File: config.mk
export PLATFORM = sky130hd
export DESIGN_NAME = axi_slave_mem_controller_flat
export DESIGN_NICKNAME = d
export VERILOG_FILES = /design/src/rtl/axi_slave_mem_controller_pkg.sv /design/src/rtl/axi_slave_mem_controller_if.sv /design/src/rtl/axi_slave_mem_controller_arbiter.sv /design/src/rtl/axi_slave_mem_controller.sv /design/src/flat_wrapper.sv
export SDC_FILE = /design/constraint.sdc
export NUM_CORES = 1
export LEC_CHECK = 0
export CORE_MARGIN = 1.5
export CORE_UTILIZATION = 35
export DETAILED_ROUTE_END_ITERATION = 7
export PLACE_DENSITY = 0.77
export SETUP_SLACK_MARGIN = 0.15
export SLEW_MARGIN = 20
export SYNTH_ARGS = -nofsm -noshare
export SYNTH_HDL_FRONTEND = slang
export SYNTH_SLANG_ARGS = --single-unit
File: constraint.sdc
create_clock -name ACLK -period 3 [get_ports ACLK]
set_clock_uncertainty 0.15 [all_clocks]
set_input_delay 0.6 -clock ACLK [delete_from_list [all_inputs] [get_ports ACLK]]
set_output_delay 0.6 -clock ACLK [all_outputs]
set_load 0.02 [all_outputs]
File: src/rtl/axi_slave_mem_controller_pkg.sv
`default_nettype none
// ============================================================================
//  Module   : axi_slave_mem_controller_pkg
//  Purpose  : Shared encodings for the AXI-slave-to-RAM controller: write and
//             read FSM state codes, arbiter grant encoding, and a helper that
//             turns the bus data width into a byte-to-word address shift.
//  Ports    : none (package)
//  Revision : 1.0 - initial release
// ============================================================================
package axi_slave_mem_controller_pkg;

    // Write burst engine states
    localparam logic [1:0] W_IDLE = 2'd0;
    localparam logic [1:0] W_DATA = 2'd1;
    localparam logic [1:0] W_RESP = 2'd2;

    // Read burst engine states
    localparam logic [0:0] R_IDLE = 1'b0;
    localparam logic [0:0] R_DATA = 1'b1;

    // last_grant encoding and one-hot grant bit positions
    localparam logic GRANT_W   = 1'b0;
    localparam logic GRANT_R   = 1'b1;
    localparam int   GNT_W_BIT = 0;
    localparam int   GNT_R_BIT = 1;

    typedef logic [1:0] grant_t;

    // log2 of bytes per data word; data width is a power of two >= 8
    function automatic int bytes_log2(input int data_width);
        int result;
        result = 0;
        for (int i = 0; i < 8; i++) begin
            if ((8 << i) == data_width) begin
                result = i;
            end
        end
        return result;
    endfunction

endpackage
`default_nettype wire

File: src/rtl/axi_slave_mem_controller_if.sv
`default_nettype none
// ============================================================================
//  Module   : axi_slave_mem_controller_if
//  Purpose  : AXI user-bus channel bundle (AW, W, B, AR, R) between a master
//             and the memory controller slave.
//  Ports    : awvalid/awaddr/awlen/awready, wdata/wlast/wvalid/wready,
//             bvalid/bready, arvalid/araddr/arlen/arready,
//             rdata/rlast/rvalid/rready
//  Revision : 1.0 - initial release
// ============================================================================
interface axi_slave_mem_controller_if #(
    parameter int ADDR_WIDTH = 32,
    parameter int DATA_WIDTH = 32
);
    logic                  awvalid;
    logic [ADDR_WIDTH-1:0] awaddr;
    logic [7:0]            awlen;
    logic                  awready;
    logic [DATA_WIDTH-1:0] wdata;
    logic                  wlast;
    logic                  wvalid;
    logic                  wready;
    logic                  bvalid;
    logic                  bready;
    logic                  arvalid;
    logic [ADDR_WIDTH-1:0] araddr;
    logic [7:0]            arlen;
    logic                  arready;
    logic [DATA_WIDTH-1:0] rdata;
    logic                  rlast;
    logic                  rvalid;
    logic                  rready;

    modport slave (
        input  awvalid, awaddr, awlen, wdata, wlast, wvalid, bready,
               arvalid, araddr, arlen, rready,
        output awready, wready, bvalid, arready, rdata, rlast, rvalid
    );

    modport master (
        output awvalid, awaddr, awlen, wdata, wlast, wvalid, bready,
               arvalid, araddr, arlen, rready,
        input  awready, wready, bvalid, arready, rdata, rlast, rvalid
    );
endinterface
`default_nettype wire

File: src/rtl/axi_slave_mem_controller_arbiter.sv
`default_nettype none
// ============================================================================
//  Module   : axi_mem_rr_arbiter
//  Purpose  : Two-requester round-robin arbiter for the single RAM port.
//             Grant is combinational; when both request, the requester that
//             did not win last time gets the port.
//  Ports    : clk_i, rst_n_i (async active-low), req_w_i, req_r_i,
//             gnt_o (one-hot: bit 0 write, bit 1 read)
//  Revision : 1.0 - initial release
// ============================================================================
module axi_mem_rr_arbiter
    import axi_slave_mem_controller_pkg::*;
(
    input  wire logic clk_i,
    input  wire logic rst_n_i,
    input  wire logic req_w_i,
    input  wire logic req_r_i,
    output grant_t    gnt_o
);

    logic last_grant_q;
    logic last_grant_d;

    always_comb begin
        gnt_o = 2'b00;
        if (req_w_i && req_r_i) begin
            if (last_grant_q == GRANT_W) begin
                gnt_o[GNT_R_BIT] = 1'b1;
            end else begin
                gnt_o[GNT_W_BIT] = 1'b1;
            end
        end else if (req_w_i) begin
            gnt_o[GNT_W_BIT] = 1'b1;
        end else if (req_r_i) begin
            gnt_o[GNT_R_BIT] = 1'b1;
        end
    end

    // Only an actual grant moves the round-robin pointer
    always_comb begin
        last_grant_d = last_grant_q;
        if (gnt_o[GNT_R_BIT]) begin
            last_grant_d = GRANT_R;
        end else if (gnt_o[GNT_W_BIT]) begin
            last_grant_d = GRANT_W;
        end
    end

    always_ff @(posedge clk_i or negedge rst_n_i) begin
        if (!rst_n_i) begin
            last_grant_q <= GRANT_W;
        end else begin
            last_grant_q <= last_grant_d;
        end
    end

endmodule
`default_nettype wire

File: src/rtl/axi_slave_mem_controller.sv
`default_nettype none
// ============================================================================
//  Module   : axi_slave_mem_controller
//  Purpose  : Terminates AXI INCR bursts in a single-port on-chip RAM. An
//             independent write engine (AW/W/B) and read engine (AR/R) share
//             the RAM port through a round-robin arbiter. One outstanding
//             burst per direction.
//  Ports    : ACLK, ARESETN (async active-low)
//             s_axi     - AXI channel bundle (slave modport)
//             mem_en/mem_we/mem_addr/mem_wdata/mem_rdata - RAM port
//             err_wlast - sticky flag, wlast disagreed with the beat count
//  Revision : 1.0 - initial release
// ============================================================================
module axi_slave_mem_controller
    import axi_slave_mem_controller_pkg::*;
#(
    parameter int C_S_AXI_ADDR_WIDTH = 32,
    parameter int C_S_AXI_DATA_WIDTH = 32,
    parameter int MEM_ADDR_WIDTH     = 10
) (
    input  wire logic                          ACLK,
    input  wire logic                          ARESETN,
    axi_slave_mem_controller_if.slave          s_axi,
    output logic                               mem_en,
    output logic                               mem_we,
    output logic [MEM_ADDR_WIDTH-1:0]          mem_addr,
    output logic [C_S_AXI_DATA_WIDTH-1:0]      mem_wdata,
    input  wire logic [C_S_AXI_DATA_WIDTH-1:0] mem_rdata,
    output logic                               err_wlast
);

    localparam int ADDR_SHIFT = bytes_log2(C_S_AXI_DATA_WIDTH);
    localparam logic [MEM_ADDR_WIDTH-1:0] ADDR_ONE = MEM_ADDR_WIDTH'(1);

    // Write engine state
    logic [1:0]                    wr_state_q, wr_state_d;
    logic [MEM_ADDR_WIDTH-1:0]     wr_addr_q,  wr_addr_d;
    logic [7:0]                    wr_cnt_q,   wr_cnt_d;
    logic                          err_q,      err_d;

    // Read engine state
    logic [0:0]                    rd_state_q, rd_state_d;
    logic [MEM_ADDR_WIDTH-1:0]     rd_addr_q,  rd_addr_d;
    logic [7:0]                    rd_cnt_q,   rd_cnt_d;
    logic                          rd_pend_q,  rd_pend_d;   // RAM read in flight
    logic                          rd_ilast_q, rd_ilast_d;  // in-flight read is the last beat
    logic                          rd_done_q,  rd_done_d;   // all beats issued
    logic [C_S_AXI_DATA_WIDTH-1:0] rd_data_q,  rd_data_d;
    logic                          rd_valid_q, rd_valid_d;
    logic                          rd_last_q,  rd_last_d;

    logic   wr_req, rd_req, wr_gnt, rd_gnt, rd_hs;
    grant_t gnt;
    logic   unused_addr_bits;

    // Only the word-address slice of the byte addresses is meaningful
    assign unused_addr_bits = ^{s_axi.awaddr, s_axi.araddr};

    assign wr_req = (wr_state_q == W_DATA) && s_axi.wvalid;
    // One read in flight at a time, and never overwrite an unaccepted beat
    assign rd_req = (rd_state_q == R_DATA) && !rd_done_q && !rd_pend_q &&
                    (!rd_valid_q || s_axi.rready);

    axi_mem_rr_arbiter u_arbiter (
        .clk_i   (ACLK),
        .rst_n_i (ARESETN),
        .req_w_i (wr_req),
        .req_r_i (rd_req),
        .gnt_o   (gnt)
    );

    assign wr_gnt = gnt[GNT_W_BIT];
    assign rd_gnt = gnt[GNT_R_BIT];
    assign rd_hs  = rd_valid_q && s_axi.rready;

    assign s_axi.awready = (wr_state_q == W_IDLE);
    assign s_axi.wready  = wr_gnt;
    assign s_axi.bvalid  = (wr_state_q == W_RESP);
    assign s_axi.arready = (rd_state_q == R_IDLE);
    assign s_axi.rdata   = rd_data_q;
    assign s_axi.rlast   = rd_last_q;
    assign s_axi.rvalid  = rd_valid_q;

    assign mem_en    = wr_gnt | rd_gnt;
    assign mem_we    = wr_gnt;
    assign mem_addr  = wr_gnt ? wr_addr_q : rd_addr_q;
    assign mem_wdata = s_axi.wdata;
    assign err_wlast = err_q;

    // ------------------------------------------------------------------
    // Write engine: the beat counter alone ends the burst; wlast is only
    // cross-checked against it.
    // ------------------------------------------------------------------
    always_comb begin
        wr_state_d = wr_state_q;
        wr_addr_d  = wr_addr_q;
        wr_cnt_d   = wr_cnt_q;
        err_d      = err_q;
        case (wr_state_q)
            W_IDLE: begin
                if (s_axi.awvalid) begin
                    wr_addr_d  = s_axi.awaddr[ADDR_SHIFT +: MEM_ADDR_WIDTH];
                    wr_cnt_d   = s_axi.awlen;
                    wr_state_d = W_DATA;
                end
            end
            W_DATA: begin
                if (wr_gnt) begin
                    wr_addr_d = wr_addr_q + ADDR_ONE;
                    wr_cnt_d  = wr_cnt_q - 8'd1;
                    if (s_axi.wlast != (wr_cnt_q == 8'd0)) begin
                        err_d = 1'b1;
                    end
                    if (wr_cnt_q == 8'd0) begin
                        wr_state_d = W_RESP;
                    end
                end
            end
            W_RESP: begin
                if (s_axi.bready) begin
                    wr_state_d = W_IDLE;
                end
            end
            default: wr_state_d = W_IDLE;
        endcase
    end

    // ------------------------------------------------------------------
    // Read engine: issue, then capture RAM data the following cycle.
    // ------------------------------------------------------------------
    always_comb begin
        rd_state_d = rd_state_q;
        rd_addr_d  = rd_addr_q;
        rd_cnt_d   = rd_cnt_q;
        rd_pend_d  = rd_pend_q;
        rd_ilast_d = rd_ilast_q;
        rd_done_d  = rd_done_q;
        rd_data_d  = rd_data_q;
        rd_valid_d = rd_valid_q;
        rd_last_d  = rd_last_q;

        if (rd_hs) begin
            rd_valid_d = 1'b0;
            rd_last_d  = 1'b0;
        end

        case (rd_state_q)
            R_IDLE: begin
                if (s_axi.arvalid) begin
                    rd_addr_d  = s_axi.araddr[ADDR_SHIFT +: MEM_ADDR_WIDTH];
                    rd_cnt_d   = s_axi.arlen;
                    rd_done_d  = 1'b0;
                    rd_state_d = R_DATA;
                end
            end
            R_DATA: begin
                if (rd_hs && rd_last_q) begin
                    rd_state_d = R_IDLE;
                end
            end
            default: rd_state_d = R_IDLE;
        endcase

        if (rd_gnt) begin
            rd_pend_d  = 1'b1;
            rd_addr_d  = rd_addr_q + ADDR_ONE;
            rd_cnt_d   = rd_cnt_q - 8'd1;
            rd_ilast_d = (rd_cnt_q == 8'd0);
            if (rd_cnt_q == 8'd0) begin
                rd_done_d = 1'b1;
            end
        end

        // Issue only happens with the output slot free (or freeing), so the
        // capture never collides with an unaccepted beat.
        if (rd_pend_q) begin
            rd_pend_d  = 1'b0;
            rd_data_d  = mem_rdata;
            rd_valid_d = 1'b1;
            rd_last_d  = rd_ilast_q;
        end
    end

    always_ff @(posedge ACLK or negedge ARESETN) begin
        if (!ARESETN) begin
            wr_state_q <= W_IDLE;
            wr_addr_q  <= '0;
            wr_cnt_q   <= '0;
            err_q      <= 1'b0;
            rd_state_q <= R_IDLE;
            rd_addr_q  <= '0;
            rd_cnt_q   <= '0;
            rd_pend_q  <= 1'b0;
            rd_ilast_q <= 1'b0;
            rd_done_q  <= 1'b0;
            rd_data_q  <= '0;
            rd_valid_q <= 1'b0;
            rd_last_q  <= 1'b0;
        end else begin
            wr_state_q <= wr_state_d;
            wr_addr_q  <= wr_addr_d;
            wr_cnt_q   <= wr_cnt_d;
            err_q      <= err_d;
            rd_state_q <= rd_state_d;
            rd_addr_q  <= rd_addr_d;
            rd_cnt_q   <= rd_cnt_d;
            rd_pend_q  <= rd_pend_d;
            rd_ilast_q <= rd_ilast_d;
            rd_done_q  <= rd_done_d;
            rd_data_q  <= rd_data_d;
            rd_valid_q <= rd_valid_d;
            rd_last_q  <= rd_last_d;
        end
    end

endmodule
`default_nettype wire

File: src/flat_wrapper.sv
// flat-port wrapper written by rule: the top's interface ports become plain ports
module axi_slave_mem_controller_flat import axi_slave_mem_controller_pkg::*;
#(
    parameter int C_S_AXI_ADDR_WIDTH = 32,
    parameter int C_S_AXI_DATA_WIDTH = 32,
    parameter int MEM_ADDR_WIDTH     = 10
)
  (ACLK, ARESETN, mem_en, mem_we, mem_addr, mem_wdata, mem_rdata, err_wlast, s_axi_awvalid, s_axi_awaddr, s_axi_awlen, s_axi_wdata, s_axi_wlast, s_axi_wvalid, s_axi_bready, s_axi_arvalid, s_axi_araddr, s_axi_arlen, s_axi_rready, s_axi_awready, s_axi_wready, s_axi_bvalid, s_axi_arready, s_axi_rdata, s_axi_rlast, s_axi_rvalid);
  axi_slave_mem_controller_if #(.ADDR_WIDTH((32)), .DATA_WIDTH((32))) s_axi_i ();
  input  wire logic ACLK;
  input  wire logic ARESETN;
  output logic mem_en;
  output logic mem_we;
  output logic [MEM_ADDR_WIDTH-1:0] mem_addr;
  output logic [C_S_AXI_DATA_WIDTH-1:0] mem_wdata;
  input  wire logic [C_S_AXI_DATA_WIDTH-1:0] mem_rdata;
  output logic err_wlast;
  input wire logic [$bits(s_axi_i.awvalid)-1:0] s_axi_awvalid;
  input wire logic [$bits(s_axi_i.awaddr)-1:0] s_axi_awaddr;
  input wire logic [$bits(s_axi_i.awlen)-1:0] s_axi_awlen;
  input wire logic [$bits(s_axi_i.wdata)-1:0] s_axi_wdata;
  input wire logic [$bits(s_axi_i.wlast)-1:0] s_axi_wlast;
  input wire logic [$bits(s_axi_i.wvalid)-1:0] s_axi_wvalid;
  input wire logic [$bits(s_axi_i.bready)-1:0] s_axi_bready;
  input wire logic [$bits(s_axi_i.arvalid)-1:0] s_axi_arvalid;
  input wire logic [$bits(s_axi_i.araddr)-1:0] s_axi_araddr;
  input wire logic [$bits(s_axi_i.arlen)-1:0] s_axi_arlen;
  input wire logic [$bits(s_axi_i.rready)-1:0] s_axi_rready;
  output wire logic [$bits(s_axi_i.awready)-1:0] s_axi_awready;
  output wire logic [$bits(s_axi_i.wready)-1:0] s_axi_wready;
  output wire logic [$bits(s_axi_i.bvalid)-1:0] s_axi_bvalid;
  output wire logic [$bits(s_axi_i.arready)-1:0] s_axi_arready;
  output wire logic [$bits(s_axi_i.rdata)-1:0] s_axi_rdata;
  output wire logic [$bits(s_axi_i.rlast)-1:0] s_axi_rlast;
  output wire logic [$bits(s_axi_i.rvalid)-1:0] s_axi_rvalid;
  assign s_axi_i.awvalid = s_axi_awvalid;
  assign s_axi_i.awaddr = s_axi_awaddr;
  assign s_axi_i.awlen = s_axi_awlen;
  assign s_axi_i.wdata = s_axi_wdata;
  assign s_axi_i.wlast = s_axi_wlast;
  assign s_axi_i.wvalid = s_axi_wvalid;
  assign s_axi_i.bready = s_axi_bready;
  assign s_axi_i.arvalid = s_axi_arvalid;
  assign s_axi_i.araddr = s_axi_araddr;
  assign s_axi_i.arlen = s_axi_arlen;
  assign s_axi_i.rready = s_axi_rready;
  assign s_axi_awready = s_axi_i.awready;
  assign s_axi_wready = s_axi_i.wready;
  assign s_axi_bvalid = s_axi_i.bvalid;
  assign s_axi_arready = s_axi_i.arready;
  assign s_axi_rdata = s_axi_i.rdata;
  assign s_axi_rlast = s_axi_i.rlast;
  assign s_axi_rvalid = s_axi_i.rvalid;
  axi_slave_mem_controller #(.C_S_AXI_ADDR_WIDTH(C_S_AXI_ADDR_WIDTH), .C_S_AXI_DATA_WIDTH(C_S_AXI_DATA_WIDTH), .MEM_ADDR_WIDTH(MEM_ADDR_WIDTH)) u_core (.ACLK(ACLK), .ARESETN(ARESETN), .s_axi(s_axi_i), .mem_en(mem_en), .mem_we(mem_we), .mem_addr(mem_addr), .mem_wdata(mem_wdata), .mem_rdata(mem_rdata), .err_wlast(err_wlast));
endmodule
== After elaboration in Yosys (flattened, before gate mapping) ==
Index checks and enable logic that the tools add are counted.

* Add/subtract/negate cells: 4
* Shift operators: 0
* Div/mod/pow operators: 0
* Mux-type cells: 38
* Reductions and logical operators: 22
* Equality and inequality tests: 8
* Bitwise gates (word level): 2
* Magnitude comparators: 0
* Multipliers: 0

{| class="wikitable"
|+ Operators with widths
! kind !! count
|-
| 10-bit two-way mux || 6
|-
| 8-bit two-way mux || 5
|-
| 10-bit by 1-bit adder with 10-bit output (second input constant) || 2
|-
| 10-bit case mux with 2 select lines || 1
|-
| 1-bit two-way mux || 18
|-
| 8-bit zero test || 2
|-
| 8-bit case mux with 2 select lines || 1
|-
| 8-bit by 1-bit subtractor with 8-bit output (second input constant) || 2
|-
| 2-bit two-way mux || 5
|-
| 2-bit inequality test (second input constant) || 4
|-
| 2-bit nonzero test || 4
|-
| 1-bit logical AND || 7
|-
| 2-bit case mux with 3 select lines || 1
|-
| 3-bit AND reduction || 2
|-
| 4-bit AND reduction || 1
|-
| 1-bit zero test || 3
|-
| 2-bit by 1-bit equality test with 1-bit output (second input constant) || 1
|-
| 2-bit equality test (second input constant) || 1
|-
| 2-bit zero test || 1
|-
| 2-bit by 1-bit inequality test with 1-bit output (second input constant) || 1
|-
| 1-bit case mux with 2 select lines || 1
|-
| 2-bit AND reduction || 1
|-
| 1-bit logical OR || 1
|-
| 1-bit inequality test || 1
|-
| 2 further kinds || 2
|}

* Latch bits: 0
* Bits in writable memories: 0
* Memory bits (read-only): 0
* Output and inout bits: 83
* Memories: 0
* Register bits: 78

== Longest topological paths before layout ==
* Depth in word-level cells: 9
* Depth in mapped cells: 8
* Gate-level depth less buffers: 6

== By module ==
Synthesis repeated with hierarchy kept, for this count alone.

* Cells, all modules: 410
* Area, all modules: 4127.7 µm²

{| class="wikitable"
|+ By module, submodules not included
! module !! area each (µm²) !! cells each !! instances
|-
| axi_slave_mem_controller || 4067.7 || 403 || 1
|-
| axi_mem_rr_arbiter || 60.1 || 7 || 1
|}

== Least setup slack after synthesis ==
Ideal clock, no wire load.

* Kind: flip-flop to output port
* Start: register u_core.u_arbiter.last_grant_q
* End: output port mem_addr[2]
* Slack: 409 ps
* Path buffers: 2
* Data required time: 2250 ps
* Stages on the path, launching flop included: 7
* Arrival: 1841 ps
* Cell sequence: dfrtp_1 -> or3b_1 -> o311ai_4 -> inv_2 -> buf_6 -> buf_6 -> o21ai_1

* Cells in the longest elaborated chain, start to end: 3

{| class="wikitable"
|+ RTL lines
! item !! line !! text
|-
| from (decl) || axi_slave_mem_controller_arbiter.sv:21 || <nowiki>logic last_grant_q;</nowiki>
|-
| from (signal assigned) || axi_slave_mem_controller_arbiter.sv:53 || <nowiki>last_grant_q <= last_grant_d;</nowiki>
|-
| 1-bit two-way mux || axi_slave_mem_controller_arbiter.sv:27 || <nowiki>if (last_grant_q == GRANT_W) begin</nowiki>
|-
| 2-bit two-way mux || axi_slave_mem_controller_arbiter.sv:26 || <nowiki>if (req_w_i && req_r_i) begin</nowiki>
|-
| net mem_we || flat_wrapper.sv:13 || <nowiki>output logic mem_we;</nowiki>
|-
| 10-bit two-way mux || axi_slave_mem_controller.sv:86 || <nowiki>assign mem_addr = wr_gnt ? wr_addr_q : rd_addr_q;</nowiki>
|-
| to (decl) || flat_wrapper.sv:14 || <nowiki>output logic [MEM_ADDR_WIDTH-1:0] mem_addr;</nowiki>
|}

The timed path passes the listed nets, and every way through them passes these cells.

== Worst setup path in the final report ==
* Start: register u_core.rd_done_q
* End: output port s_axi_wready

* Cells in the longest elaborated chain, start to end: 6

{| class="wikitable"
|+ RTL lines
! item !! line !! text
|-
| from (decl) || axi_slave_mem_controller.sv:47 || <nowiki>logic rd_done_q, rd_done_d;</nowiki>
|-
| from (signal assigned) || axi_slave_mem_controller.sv:209 || <nowiki>rd_done_q <= rd_done_d;</nowiki>
|-
| 1-bit zero test || axi_slave_mem_controller.sv:61 || <nowiki>assign rd_req = (rd_state_q == R_DATA) && !rd_done_q && !rd_pend_q &&</nowiki>
|-
| 1-bit logical AND (3 in a row) || axi_slave_mem_controller.sv:61 ||
|-
| 1-bit logical AND || axi_slave_mem_controller_arbiter.sv:26 ||
|-
| 2-bit two-way mux || axi_slave_mem_controller_arbiter.sv:26 ||
|-
| to (decl) || flat_wrapper.sv:30 || <nowiki>output wire logic [$bits(s_axi_i.wready)-1:0] s_axi_wready;</nowiki>
|}

Every way passes these cells.

==> key figures <==
Outcome
  • Status: complete, no violations

Detailed routing
  • Initial DRC Count: around 210
  • DRT Pass-1 Iters: 5
  • Wire per inst: 16.5 um
  • Via count: 3701
  • Routed WL: 11.3 mm
  • Final ANT Viol Nets: 0
  • Via density: 5.40
  • Drt drc: 0

Die
  • Die ar.: 12800 um2
  • # rows: 40
  • Num ports: between 200 and 250
  • Chip Height: 113 um
  • Initial Util: 35.7%
  • Die width: 113 um
  • Core area: 11900 um2

Power and ir drop
  • Sw Pwr: between 2 and 3 mW
  • Power Density: roughly 1100 nW/um2
  • Logic gate share of total power: between 50% and 60%
  • Final Power: 6.50 mW
  • P_int: 3.96 mW
  • Static leakage: 2.46 nW
  • Seq pwr share: 30.1%
  • Clock share of power: 19.2%
  • Sw frac: 39.1%
  • Maximum vdd drop: ~0.43 mV

Yosys
  • Yosys reg bits: a little under 80
  • Post-synthesis sequential area ratio: ~46%
  • Top-area cell type share of the netlist area: 45.9%
  • Post-synthesis async set-or-reset flop share: 100%
  • Synth warn: 0
  • Syn_area_per_cell: 9.99 um2
  • Synth Cell Area: approximately 4300 um2
  • Dominant cells by area after synthesis: dfrtp_1, mux2_2, buf_4, nand2_1, nor2_1
  • Mapped Cells: between 400 and 500
  • Leading area contributor after synthesis: dfrtp_1
  • EDFF count, synth: 0
  • Dominant register cell in the synthesized netlist: dfrtp_1
  • Net Count, Synth: between 500 and 600
  • Post-synth cell types: 68

Clocking
  • Root buffer cell: clkbuf_16
  • CTS Sinks: 78
  • CTS Buf Count: 9
  • CTS tree: done
  • Clock Latency Late Sink: 0.33 ns
  • Worst-path clk slew: 0.06 ns
  • Clock buffer depth: 2
  • H-tree levels: 3

STA
  • Tmin final: 2.83 ns
  • Slew @ Worst Pin: 0.711 ns
  • RSZ-0062 raised after global routing: true
  • Slew Viols, Final: 0
  • Slew HR: 52.6%
  • Final setup viols: 0
  • Max Freq: approximately 350 MHz
  • Tcrit/Tclk final: ~94%
  • Final hold violation count: 0

Placed design
  • Gpl congestion: approximately 0.84
  • Placed Area: 5470 um2
  • Dpl hpwl: approximately 8.1 mm
  • I/O Buffers: 126

Critical path
  • Crit path capture: s_axi_wready
  • Critical Path Fanout Max: 12
  • WP data arrival: 2.08 ns
  • CP Capture Type: output pin
  • Worst R2R Path Depth: 7
  • Crit path launch: u_core.rd_done_q
  • Worst R2R Setup Slack: 0.64 ns
  • RR Endpoint: u_core.wr_addr_q[2]
  • Critical setup path kind: reg -> out
  • Worst Path Required: 2.25 ns
  • Crit start category: flop
  • FF-to-FF Start: u_core.rd_done_q

Layout
  • Layout net count: between 600 and 700
  • Layout cells sized above 1: 19.9%
  • Diode count: 0
  • P&R area growth vs syn: 38.5%
  • Commonest non-fill, non-tap cells in the layout: clkdlybuf4s50_1, dfrtp_1, nand2_1
  • Multi-input gate area: 1900 um2
  • Fill count: 1106
  • Leading cell type in the layout, fill and taps excluded: clkdlybuf4s50_1
  • Finished Core Util: 49.5%
  • Reg area: 1950 um2
  • Finished Cell Area: 5890 um2

Global routing
  • Largest net degree at the start of global routing: 79
  • Total GRT Usage: 18.4%
  • Global-route wire length before repair: 18.8 mm
  • Initial antenna violation count: 0
  • Vias in the first global route: 3713
  • Overflow after GRT: 0

Min path
  • Hold/Removal Path Class: in -> async

Run
  • Max cap viols: 0
-- flip-flops by register name, indices dropped and copies added, names as in the netlist --
name,cells
u_core.wr_cnt_q,8
u_core.s_axi.rlast,1
u_core.rd_ilast_q,1
u_core.err_wlast,1
u_core.rd_addr_q,10
u_core.rd_pend_q,1
u_core.wr_state_q,2
u_core.s_axi.rdata,32
u_core.u_arbiter.last_grant_q,1
u_core.wr_addr_q,10
u_core.rd_state_q,1
u_core.s_axi.rvalid,1
u_core.rd_cnt_q,8
u_core.rd_done_q,1
-- per-stage QoR --
stage / setup TNS, ns / hold WS, ns / std cells / setup slack, ns
floorplan: 0 / 0.154 / 426 / 0.409
global placement: -2.78 / 0.291 / 661 / -0.283
detailed placement: -2.71 / 0.298 / 661 / -0.278
CTS: 0 / 0.310 / 683 / 0.104
global route: 0 / 0.213 / 686 / 0.0878
finish: 0 / 0.149 / 686 / 0.171
-- critical path: stages, from the launching register on --
cell and delay [ns]:
dfrtp_1 0.40, or3b_4 0.41, o311ai_4 0.34, inv_4 0.12, buf_4 0.16, dlygate4sd2_1 0.31
-- power groups by stage --
| stage | Combinational (mW) | Clock (mW) | Sequential, mW |
|---|---|---|---|
| after global placement | 3.12 | 0 | 1.93 |
| final | 3.29 | 1.25 | 1.96 |
| after global routing | 3.57 | 1.32 | 2.04 |
| after floorplan | 1.73 | 0 | 2.16 |
| after CTS | 3.18 | 1.27 | 1.96 |
| after detailed placement | 3.19 | 0 | 1.97 |
-- worst min path at each step --
stage                          start                  to
finish                       ARESETN  u_core.wr_cnt_q[7]
CTS                 u_core.err_wlast    u_core.err_wlast
global route                 ARESETN  u_core.wr_cnt_q[6]
floorplan                    ARESETN    u_core.err_wlast
detailed placement  u_core.err_wlast    u_core.err_wlast
global placement    u_core.err_wlast    u_core.err_wlast
-- logic make-up (layout without fill, tap and decap cells) --
family | after synthesis | in the layout | share of synthesized area (%)
multiplexers | 33 | 33 | 8.70
flip-flops | 78 | 78 | 45.9
AND/OR/NAND/NOR | 136 | 136 | 15.9
XOR/XNOR | 2 | 2 | 0.412
adder cells (fa/ha/maj) | 6 | 6 | 1.76
AO/OA/AOI/OAI | 98 | 98 | 17.3
buffers and inverters | 73 | 186 | 10.1
-- cell usage after synthesis, types with 5 or more instances --
cell       n
dfrtp_1   78
nand2_1   52
buf_4     34
mux2_2    32
nor2_1    22
a21oi_1   15
inv_1     15
clkbuf_1  11
o21ai_0   11
nand3_1    9
nor3_1     8
a31oi_1    6
and3_1     6
ha_1       6
nand2b_1   6
nand4_1    6
o21ai_1    6
nor2b_1    5
o22ai_1    5
-- metal layers --
layer	global-route usage, %	wire length (um)	vias up
li1	-	-	1733
met1	23.2	4710	1792
met2	30.4	5670	143
met3	3.32	629	33
met4	8.75	318	0
met5	0	0	-
-- final cells by class --
| type | count | area share, % |
|---|---|---|
| flip-flops and latches | 78 | 33.1 |
| multi-input cells | 275 | 32.2 |
| clock buffers | 10 | 3.88 |
| well taps | 147 | 3.12 |
| clock inverters | 6 | 1.87 |
| inverters | 17 | 1.13 |
| repair buffers | 153 | 24.6 |
-- repair_timing --
| action | 4_1_cts | 5_1_grt |
|---|---|---|
| buffers inserted | 6 | 3 |
| pin swaps | 0 | 2 |
| hold endpoints to repair | 0 | 0 |
| hold buffers | 0 | 0 |
| resized for setup | 46 | 27 |
| setup endpoints to repair | 13 | 12 |
Power figures use the tool's default switching activity.
